--- config.mk ---
export PLATFORM = sky130hd
export DESIGN_NAME = p09_brick_map
export DESIGN_NICKNAME = d
export VERILOG_FILES = /design/src/rtl/p09_brick_map.sv
export SDC_FILE = /design/constraint.sdc
export NUM_CORES = 1
export LEC_CHECK = 0
export ABC_AREA = 1
export CAP_MARGIN = 5
export CORE_MARGIN = 3
export CORE_UTILIZATION = 55
export DETAILED_ROUTE_END_ITERATION = 10
export PLACE_DENSITY = 0.87
export RECOVER_POWER = 50
export REMOVE_ABC_BUFFERS = 1
export SKIP_LAST_GASP = 1
export SLEW_MARGIN = 30
export SYNTH_ARGS = -nofsm -noshare
export SYNTH_HDL_FRONTEND = slang
export SYNTH_SLANG_ARGS = --single-unit
export TNS_END_PERCENT = 1
--- constraint.sdc ---
create_clock -name clk -period 5.6 [get_ports clk]
set_input_delay 0.56 -clock clk [delete_from_list [all_inputs] [get_ports clk]]
set_output_delay 0.56 -clock clk [all_outputs]
set_load 0.01 [all_outputs]
--- src/rtl/p09_brick_map.sv ---
// Brick map held as a ring of rows. Position 0 is the row at row_idx.
// Supports per-brick hits, whole-row writes, rotation and pattern reload.
module p09_brick_map #(
  parameter int NUM_ROWS = 15,
  parameter int NUM_COLS = 13,
  parameter int PATTERN  = 0,
  localparam int RW = $clog2(NUM_ROWS),
  localparam int HW = $clog2(NUM_COLS + 1),
  localparam int CW = $clog2(NUM_ROWS * NUM_COLS + 1)
) (
  input  logic                clk,
  input  logic                rst,
  output logic [NUM_COLS-1:0] line,
  output logic [RW-1:0]       row_idx,
  input  logic [NUM_COLS-1:0] new_line,
  input  logic                write_line,
  input  logic                next_line,
  input  logic                reset_state,
  input  logic                hit_valid,
  input  logic [HW-1:0]       hit_col,
  output logic                hit_ack,
  output logic                hit_brick,
  output logic [CW-1:0]       bricks_left,
  output logic                all_cleared
);

  function automatic logic [NUM_COLS-1:0] pattern_row(input int r);
    logic [NUM_COLS-1:0] row;
    int n;
    row = '0;
    if (PATTERN == 1) begin
      row = '1;
    end else begin
      n = (r > 1) ? r - 1 : 0;
      for (int c = 0; c < NUM_COLS; c++) row[c] = (c < n);
    end
    return row;
  endfunction

  function automatic int pattern_pop();
    int total;
    int n;
    total = 0;
    for (int r = 0; r < NUM_ROWS; r++) begin
      if (PATTERN == 1) begin
        n = NUM_COLS;
      end else begin
        n = (r > 1) ? r - 1 : 0;
        if (n > NUM_COLS) n = NUM_COLS;
      end
      total = total + n;
    end
    return total;
  endfunction

  function automatic logic [CW:0] row_pop(input logic [NUM_COLS-1:0] v);
    logic [CW:0] cnt;
    cnt = '0;
    for (int i = 0; i < NUM_COLS; i++) cnt = cnt + (CW+1)'(v[i]);
    return cnt;
  endfunction

  localparam int          POP   = pattern_pop();
  localparam logic [CW:0] POP_W = (CW+1)'(POP);
  localparam logic [CW:0] MAX_W = (CW+1)'(NUM_ROWS * NUM_COLS);

  logic [NUM_COLS-1:0] rows_q   [NUM_ROWS];
  logic [NUM_COLS-1:0] rows_d   [NUM_ROWS];
  logic [NUM_COLS-1:0] pat_rows [NUM_ROWS];
  logic [RW-1:0]       row_idx_q, row_idx_d;
  logic [CW-1:0]       bricks_left_q, bricks_left_d;
  logic                all_cleared_q;
  logic                hit_ack_q, hit_ack_d;
  logic                hit_brick_q, hit_brick_d;

  logic [NUM_COLS-1:0] cur_row;
  logic [NUM_COLS-1:0] hit_mask;
  logic                hit_present;
  logic [CW:0]         left_sum;
  logic [CW:0]         old_pop;

  always_comb begin
    for (int r = 0; r < NUM_ROWS; r++) pat_rows[r] = pattern_row(r);
  end

  // Out-of-range columns produce an empty mask, so they can never hit a brick.
  always_comb begin
    cur_row  = rows_q[row_idx_q];
    hit_mask = '0;
    for (int c = 0; c < NUM_COLS; c++) hit_mask[c] = (hit_col == HW'(c));
    hit_present = |(cur_row & hit_mask);
    old_pop     = row_pop(cur_row);
  end

  always_comb begin
    rows_d      = rows_q;
    row_idx_d   = row_idx_q;
    hit_ack_d   = 1'b0;
    hit_brick_d = hit_brick_q;
    left_sum    = {1'b0, bricks_left_q};

    if (reset_state) begin
      rows_d    = pat_rows;
      row_idx_d = '0;
      left_sum  = POP_W;
    end else if (write_line) begin
      rows_d[row_idx_q] = new_line;
      left_sum = left_sum + row_pop(new_line);
      if (left_sum >= old_pop) left_sum = left_sum - old_pop;
      else                     left_sum = '0;
      if (left_sum > MAX_W) left_sum = MAX_W;
    end else begin
      // The hit lands on the current row before any rotation this cycle.
      if (hit_valid) begin
        hit_ack_d   = 1'b1;
        hit_brick_d = hit_present;
        if (hit_present) begin
          rows_d[row_idx_q] = cur_row & ~hit_mask;
          if (left_sum != '0) left_sum = left_sum - (CW+1)'(1);
        end
      end
      if (next_line) begin
        row_idx_d = (row_idx_q == RW'(NUM_ROWS - 1)) ? '0 : row_idx_q + RW'(1);
      end
    end

    bricks_left_d = left_sum[CW-1:0];
  end

  always_ff @(posedge clk) begin
    if (rst) begin
      rows_q        <= pat_rows;
      row_idx_q     <= '0;
      bricks_left_q <= POP_W[CW-1:0];
      all_cleared_q <= (POP == 0);
      hit_ack_q     <= 1'b0;
      hit_brick_q   <= 1'b0;
    end else begin
      rows_q        <= rows_d;
      row_idx_q     <= row_idx_d;
      bricks_left_q <= bricks_left_d;
      all_cleared_q <= (bricks_left_d == '0);
      hit_ack_q     <= hit_ack_d;
      hit_brick_q   <= hit_brick_d;
    end
  end

  assign line        = rows_q[row_idx_q];
  assign row_idx     = row_idx_q;
  assign bricks_left = bricks_left_q;
  assign all_cleared = all_cleared_q;
  assign hit_ack     = hit_ack_q;
  assign hit_brick   = hit_brick_q;

endmodule

==> PnR_summary.wiki, run 1 <==
{| class="wikitable"
! Metric !! Value
|-
| Failing checks || setup timing
|-
| Highest clock rate || 161.4 MHz
|-
| Relative area change from synthesis to final layout || 19.27%
|-
| Worst min-delay path category || flip-flop to flip-flop
|-
| Initial standard-cell utilization of the core || 56.37%
|-
| Category of the worst setup path launch point || flip-flop
|-
| Post-placement worst setup slack || -691.8 ps
|-
| Num CTS Buffers || 23
|-
| Area of the core || 0.02043 mm²
|-
| Min setup slack post-route || -597.4 ps
|-
| Transition time of the tightest slew-check pin || 1018 ps
|-
| Die H || 150.7 µm
|-
| Most frequent CP cell || nand2_1
|-
| Post-route DRC violation count || 0
|-
| Hold_sp || rows_q[86]$_SDFFE_PP0P_
|-
| Cell at the slowest stage of the critical path || fa_1
|-
| Antenna diode count || 0
|-
| Setup-violating endpoint count in the final report || 9
|-
| Synthesized area per cell || 6.448 µm²
|-
| Destination of the worst register-to-register timing path || all_cleared$_SDFF_PP0_
|-
| Required time of the critical path || 6010 ps
|-
| Routed via count || 12,242
|-
| Final estimated routing congestion in global placement || 0.9894
|-
| Total clock sinks || 210
|-
| Clk_skew || 19.37 ps
|-
| Full die area || 0.02271 mm²
|-
| Crit-path leading delay family || adder cells
|-
| Post-layout minimum cycle time || 6197 ps
|-
| Sequential cell area fraction in the yosys report || 36.51%
|-
| Power per standard cell area || 404.9 mW/mm²
|-
| Main flop type after synthesis || dfxtp_1
|-
| Buffers on Ports || 50
|-
| Crit path arrival time || 6610 ps
|-
| Slowest cell delay on critical path || 550 ps
|-
| Final Cycle Share || 110.7%
|-
| Routed length per placed instance || 16.89 µm
|-
| Die boundary width || 150.7 µm
|-
| Maximum number of pins on one net before global-route repair || 105
|-
| Detailed placer's ending HPWL || 24,320 µm
|-
| Number of global-route vias before repair || 11,456
|-
| Status || finished, violations left
|-
| Yosys synthesis warning count || 0
|-
| Number of H-tree levels || 1
|-
| Drt first pass iters || 8
|-
| Final total power || 5.562 mW
|-
| Cell count of the worst reg-to-reg path || 30
|-
| Deepest clock path buffer count || 3
|-
| Clock edge transition at the registers on the reported setup and hold paths || 60 ps
|-
| Number of filler cells placed in the layout || 1,647
|-
| Global-route congestion overflow total || 0
|-
| Area occupied by multi-input gates || 0.006150 mm²
|-
| Flip-flop and latch count after synthesis || 210
|-
| Initial antenna violation count || 0
|-
| Max Cap Viol || 0
|-
| Worst skew pair latency || 530 ps
|-
| First-pass GRT wire length || 57,190 µm
|-
| Post-Layout Cell Count || 2,168
|-
| Maximum ir drop on the vdd rail || 0.4365 mV
|-
| Reg2reg setup slack || -600 ps
|-
| Site row count || 52
|-
| DRT Wirelength || 36,610 µm
|-
| Hold path depth || 2
|-
| Final net count || 1,942
|-
| Share of the core filled with cells in the final layout || 67.23%
|-
| Number of distinct library cell variants in the gate-level netlist after synthesis || 40
|-
| Max Transition Viols Final || 0
|-
| Worst Setup End Kind || flip-flop
|-
| Crit-path max FO || 5
|-
| Count of routing violations after the opening detailed-route iteration || 1,441
|-
| Number of endpoints with negative hold slack in the final report || 0
|-
| Static power due to leakage || 6.488 nW
|-
| Launch point of the worst reg-to-reg path || row_idx[3]$_SDFFE_PP0P_
|-
| CTS Root Cell || clkbuf_16
|-
| Top-Level Pins || 51
|-
| Mapped Cells || 1,786
|-
| Async set-reset flop share out of synthesis || 0%
|-
| Fraction of layout cells with a size suffix above 1 || 12.01%
|-
| Crit Path Class || flip-flop to flip-flop
|-
| ANT nets after route || 0
|-
| Number of flops mapped to enable cells by yosys || 0
|-
| Cell Area, Synth || 0.01152 mm²
|-
| End point of the most critical hold path || rows_q[86]$_SDFFE_PP0P_
|-
| Buffers plus inverters on the worst setup path || 6
|-
| Clock tree from TritonCTS || built
|-
| Detailed-route vias per instance || 5.647
|-
| Combined global-route utilization of all metal layers || 31.57%
|-
| Worst slew margin || 32.15%
|-
| Count of hold buffers inserted by post-cts repair || 0
|-
| Placed Cells || 2,123
|-
| Setup repair after global routing missed its margin || true
|-
| Sequential cell area in the final layout || 0.004209 mm²
|}
## cell families (layout without fill, tap and decap cells)
logic type	after synthesis	count (layout)	share of synthesized area, %
AOI/OAI and AO/OA	271	271	12.19
xor gates and xnor gates	10	10	0.7606
adders and majority gates	36	36	5.085
buffers and inverters	315	426	11.59
DFF	210	210	36.51
and+or+nand+nor	944	945	33.87
## synth_stat cells, types with 18 or more instances
cell type    n  share of area [%]
o21ai_1     45                2.0
nand2_1    606                 20
ha_1        18                2.0
o21ai_0     92                4.0
dfxtp_1    210                 37
nor2_1     137                4.5
fa_1        18                3.1
inv_1      205                6.7
clkbuf_1    42                1.4
nand3_1    158                6.9
a21oi_1    115                5.0
buf_2       33                1.4
## layout make-up
class,instances,area share (%)
clock inverter,10,0.6832
multi-input combinational,1262,44.77
timing repair buffer,169,10.71
tap,270,2.459
clock buffer,30,4.673
sequential,210,30.64
inverter,217,6.058
## cells in the final DEF, fill, tap and decap left out, drive strengths merged, types with 2 or more instances in the layout
master and instances:
nor3 2, nand3 160, nor2 148, clkinv 11
xor2 7, nand4 8, o21ai 137, or2 2
o211ai 3, a21oi 115, buf 118, clkbuf 30
ha 18, o22ai 6, a211oi 2, dfxtp 210
fa 18, dlygate4sd3 11, inv 215, xnor2 3
clkdlybuf4s50 39, nand2 622, o31ai 5
## report_power, final
group          switching (mW)  leakage, nW  internal, mW
combinational            1.41         4.42          1.10
sequential             0.0494         1.70          1.52
clock                   0.625        0.371         0.857
total                    2.08         6.49          3.48
## flip-flops by register name, summed over array words and instances (netlist names)
| register | cells |
|---|---|
| all_cleared | 1 |
| bricks_left | 8 |
| hit_ack | 1 |
| hit_brick | 1 |
| row_idx | 4 |
| rows_q | 195 |
## how the worst max path moves through the flow
stage / from / endpoint / slack, ps / depth (start not counted)
global placement: row_idx[0]$_SDFFE_PP0P_ / all_cleared$_SDFF_PP0_ / -510 / 33
floorplan: row_idx[0]$_SDFFE_PP0P_ / bricks_left[1]$_SDFF_PP1_ / -1850 / 32
CTS: row_idx[0]$_SDFFE_PP0P_ / all_cleared$_SDFF_PP0_ / -400 / 33
finish: row_idx[3]$_SDFFE_PP0P_ / all_cleared$_SDFF_PP0_ / -600 / 30
global route: row_idx[0]$_SDFFE_PP0P_ / all_cleared$_SDFF_PP0_ / -940 / 34
detailed placement: row_idx[0]$_SDFFE_PP0P_ / all_cleared$_SDFF_PP0_ / -690 / 33
## worst min-delay path: cells and delay by family (launching register included)
family                 cells  cell delay [ps]
AOI/OAI and AO/OA          1               50
buffers and inverters      1               50
DFF                        1              310
## metal layers
metal	vias to the layer above	wire length (µm)	track usage [%]
met2	727	16600	50.93
met3	197	3673	6.020
met4	0	2282	17.32
li1	5789	-	-
met1	5529	14060	39.89
met5	-	0	0
## per-stage QoR
stage | hold WS [ps] | area, µm² | setup TNS, ps
global route | 463.2 | 13740 | -7247
detailed placement | 438.3 | 12810 | -5062
finish | 446.1 | 13740 | -4296
CTS | 446.2 | 13680 | -2569
floorplan | 425.6 | 11000 | -191160
global placement | 431.9 | 12810 | -3477
## what timing repair did
item,in CTS,in global routing
gates resized for setup,25,12
endpoints found under the setup margin,9,9
pin swaps,5,5
cloned,2,0
buffers inserted,1,2
Power figures use the tool's default switching activity.
==> inputs of run 2 (changes only) <==
--- a/config.mk
+++ b/config.mk
@@ -10,7 +10,7 @@
 export CORE_MARGIN = 3
 export CORE_UTILIZATION = 55
 export DETAILED_ROUTE_END_ITERATION = 10
-export PLACE_DENSITY = 0.87
+export PLACE_DENSITY = 0.84
 export RECOVER_POWER = 50
 export REMOVE_ABC_BUFFERS = 1
 export SKIP_LAST_GASP = 1
==> constraint.sdc (replaced) <==
create_clock -name clk -period 6.95 [get_ports clk]
set_input_delay 0.695 -clock clk [delete_from_list [all_inputs] [get_ports clk]]
set_output_delay 0.695 -clock clk [all_outputs]
set_load 0.01 [all_outputs]
==> PnR_summary.wiki, run 2 (synthesis results as in run 1) <==
{| class="wikitable"
! Metric !! Value
|-
| Setup repair after global routing missed its margin || false
|-
| Final net count || 1,855 (-4.5%)
|-
| Required time of the critical path || 7360 ps (+1350 ps)
|-
| Clock edge transition at the registers on the reported setup and hold paths || 60 ps (about the same)
|-
| Switching Fraction || 37.26% (-0.14 points)
|-
| Final estimated routing congestion in global placement || 0.9663 (-2.3%)
|-
| Category of the worst setup path launch point || flip-flop
|-
| Power per standard cell area || 326.4 mW/mm² (-19%)
|-
| Post-layout minimum cycle time || 6523 ps (+326.0 ps)
|-
| Number of endpoints with negative hold slack in the final report || 0 (unchanged)
|-
| Relative area change from synthesis to final layout || 13.58%
|-
| Placed Cells || 2,040 (-3.9%)
|-
| Fraction of power consumed by sequential logic || 29.6% (+1.4 points)
|-
| CTS Root Cell || clkbuf_16
|-
| Buffers on Ports || 50 (unchanged)
|-
| Count of routing violations after the opening detailed-route iteration || 1,177 (-18%)
|-
| Sum of met2 wire segment lengths after detailed routing || 16,040 µm (-3.4%)
|-
| Highest clock rate || 153.3 MHz (-5.0%)
|-
| Max FFs per register || 195 (unchanged)
|-
| Worst Hold Slack || 446.7 ps (+0.5620 ps)
|-
| Highest routing layer actually used || met4
|-
| Drt first pass iters || 6 (-2)
|-
| Fraction of layout cells with a size suffix above 1 || 7.170% (-4.8 points)
|-
| Num CTS Buffers || 23 (unchanged)
|-
| DR WL met3 || 2806 µm (-24%)
|-
| Max Cap Viol || 0 (unchanged)
|-
| Deepest clock path buffer count || 3 (unchanged)
|-
| DRT Wirelength || 34,620 µm (-5.4%)
|-
| Net switching power of the design || 1.591 mW (-24%)
|-
| First-pass GRT wire length || 55,050 µm (-3.8%)
|-
| Static power due to leakage || 6.071 nW (-6.4%)
|-
| Top-Level Pins || 51 (unchanged)
|-
| Detailed-route vias per instance || 5.542 (-1.8%)
|-
| Final Cycle Share || 93.86% (-17 points)
|-
| Number of global-route vias before repair || 10,752 (-6.1%)
|-
| Clock tree from TritonCTS || built
|-
| Top reg by flops || rows_q
|-
| Total clock sinks || 210 (unchanged)
|-
| Crit Path Class || flip-flop to flip-flop
|-
| Post-Layout Cell Count || 2,083 (-3.9%)
|-
| Status || completed
|-
| ANT nets after route || 0 (unchanged)
|-
| Crit path arrival time || 6940 ps (+330 ps)
|-
| Detailed placer's ending HPWL || 23,480 µm (-3.5%)
|-
| Combinational share of power || 38.5% (-6.6 points)
|-
| Setup-violating endpoint count in the final report || 0 (-9)
|-
| Number of H-tree levels || 1 (unchanged)
|-
| Antenna diode count || 0 (unchanged)
|-
| Met1 layer wirelength in the final routing || 14,160 µm (+0.71%)
|-
| Share of the core filled with cells in the final layout || 64.03% (-3.2 points)
|-
| Post-route setup TNS || 0 ps (+4296 ps)
|-
| Number of filler cells placed in the layout || 1,794 (+8.9%)
|-
| Maximum number of pins on one net before global-route repair || 120 (+14%)
|-
| Initial antenna violation count || 0 (unchanged)
|-
| Full die area || 0.02271 mm² (unchanged)
|-
| Max Transition Viols Final || 0 (unchanged)
|-
| Die H || 150.7 µm (unchanged)
|-
| Maximum ir drop on the vdd rail || 0.2775 mV (-36%)
|-
| Routed via count || 11,545 (-5.7%)
|-
| Routed length per placed instance || 16.62 µm (-1.6%)
|-
| Final total power || 4.269 mW (-23%)
|-
| Slowest cell delay on critical path || 540 ps (about the same)
|-
| Initial standard-cell utilization of the core || 56.37% (unchanged)
|-
| Post-route DRC violation count || 0 (unchanged)
|-
| Clock network fraction of design power || 31.9% (+5.3 points)
|-
| Worst skew pair latency || 530 ps (about the same)
|-
| Commonest non-fill, non-tap cells in the layout || 604 x nand2_1, 208 x dfxtp_1, 205 x inv_1
|-
| Most common library cell in the layout ignoring fill and taps || nand2_1
|-
| Global-route congestion overflow total || 0 (unchanged)
|-
| Site row count || 52 (unchanged)
|-
| Worst Setup End Kind || flip-flop
|-
| Most frequent CP cell || nand2_1
|-
| Cell at the slowest stage of the critical path || fa_1
|-
| Crit-path max FO || 32 (+27)
|-
| Sequential cell area in the final layout || 0.004209 mm² (unchanged)
|-
| Clk_skew || 22.68 ps (+3.307 ps)
|-
| Cell-internal power || 2.679 mW (-23%)
|-
| Worst min-delay path category || flip-flop to flip-flop
|-
| Combined global-route utilization of all metal layers || 30.28% (-1.3 points)
|-
| Worst slew margin || 35.87% (+3.7 points)
|-
| Area occupied by multi-input gates || 0.006083 mm² (-1.1%)
|-
| Area of the core || 0.02043 mm² (unchanged)
|-
| Die boundary width || 150.7 µm (unchanged)
|-
| Transition time of the tightest slew-check pin || 958.9 ps (-58.70 ps)
|}
run 2: changes by cell type in the layout (fill, tap and decap cells not counted), sizes merged:
cell           before  now
clkinvlp            0    3
bufbuf              1    0
buf               118   33
bufinv              1    5
clkbuf             30   28
nor2              148  147
clkdlybuf4s50      39   37
inv               215  217
dlygate4sd3        11   13
clkinv             11    6
run 2: critical path: cells and delay by family (launching register included):
family          cells  cell delay, ps
simple gates       20            1920
buf+inv             4             540
flops               1             440
xor+xnor            1             140
fa+ha+maj           7            2960
compound gates      3             380
run 2: area by class of cell:
type                       count  area share, %
clock inverter                14          1.751
multi-input combinational   1261          46.51
inverter                     217          6.285
sequential                   210          32.18
tap                          270          2.583
clock buffer                  28          4.773
timing repair buffer          83          5.921
run 2: worst paths after layout:
kind / start / slack (ps) / end / cells after the start
worst max register to register: row_idx[0]$_SDFFE_PP0P_ / 430 / all_cleared$_SDFF_PP0_ / 35
worst min register to register: rows_q[86]$_SDFFE_PP0P_ / 450 / rows_q[86]$_SDFFE_PP0P_ / 2
worst max-delay path: row_idx[0]$_SDFFE_PP0P_ / 430 / all_cleared$_SDFF_PP0_ / 35
worst min-delay path: rows_q[86]$_SDFFE_PP0P_ / 450 / rows_q[86]$_SDFFE_PP0P_ / 2
run 2: power groups by stage:
stage	combinational, mW	clock, mW	sequential (mW)
floorplan	1.18	0	1.28
global placement	1.54	0	1.29
detailed placement	1.59	0	1.29
CTS	1.61	1.37	1.26
global route	1.86	1.42	1.26
finish	1.64	1.36	1.26
run 2: what timing repair did:
item                       CTS  global route
setup buffers                0             0
gates resized for setup      0            17
setup endpoints to repair    0             9
hold buffers                 0             0
run 2: routing by layer:
layer / vias to the layer above / track usage [%]
met3: 110 / 4.515
met4: 0 / 13.51
li1: 5618 / -
met1: 5297 / 40.12
met2: 520 / 49.11
met5: - / 0
run 2: metrics by stage:
step,worst slack (ps),instance area [µm²]
floorplan,-496.1,11000
global placement,452.2,12140
detailed placement,233.6,12160
CTS,171.2,13010
global route,1.747,13080
finish,426.6,13080
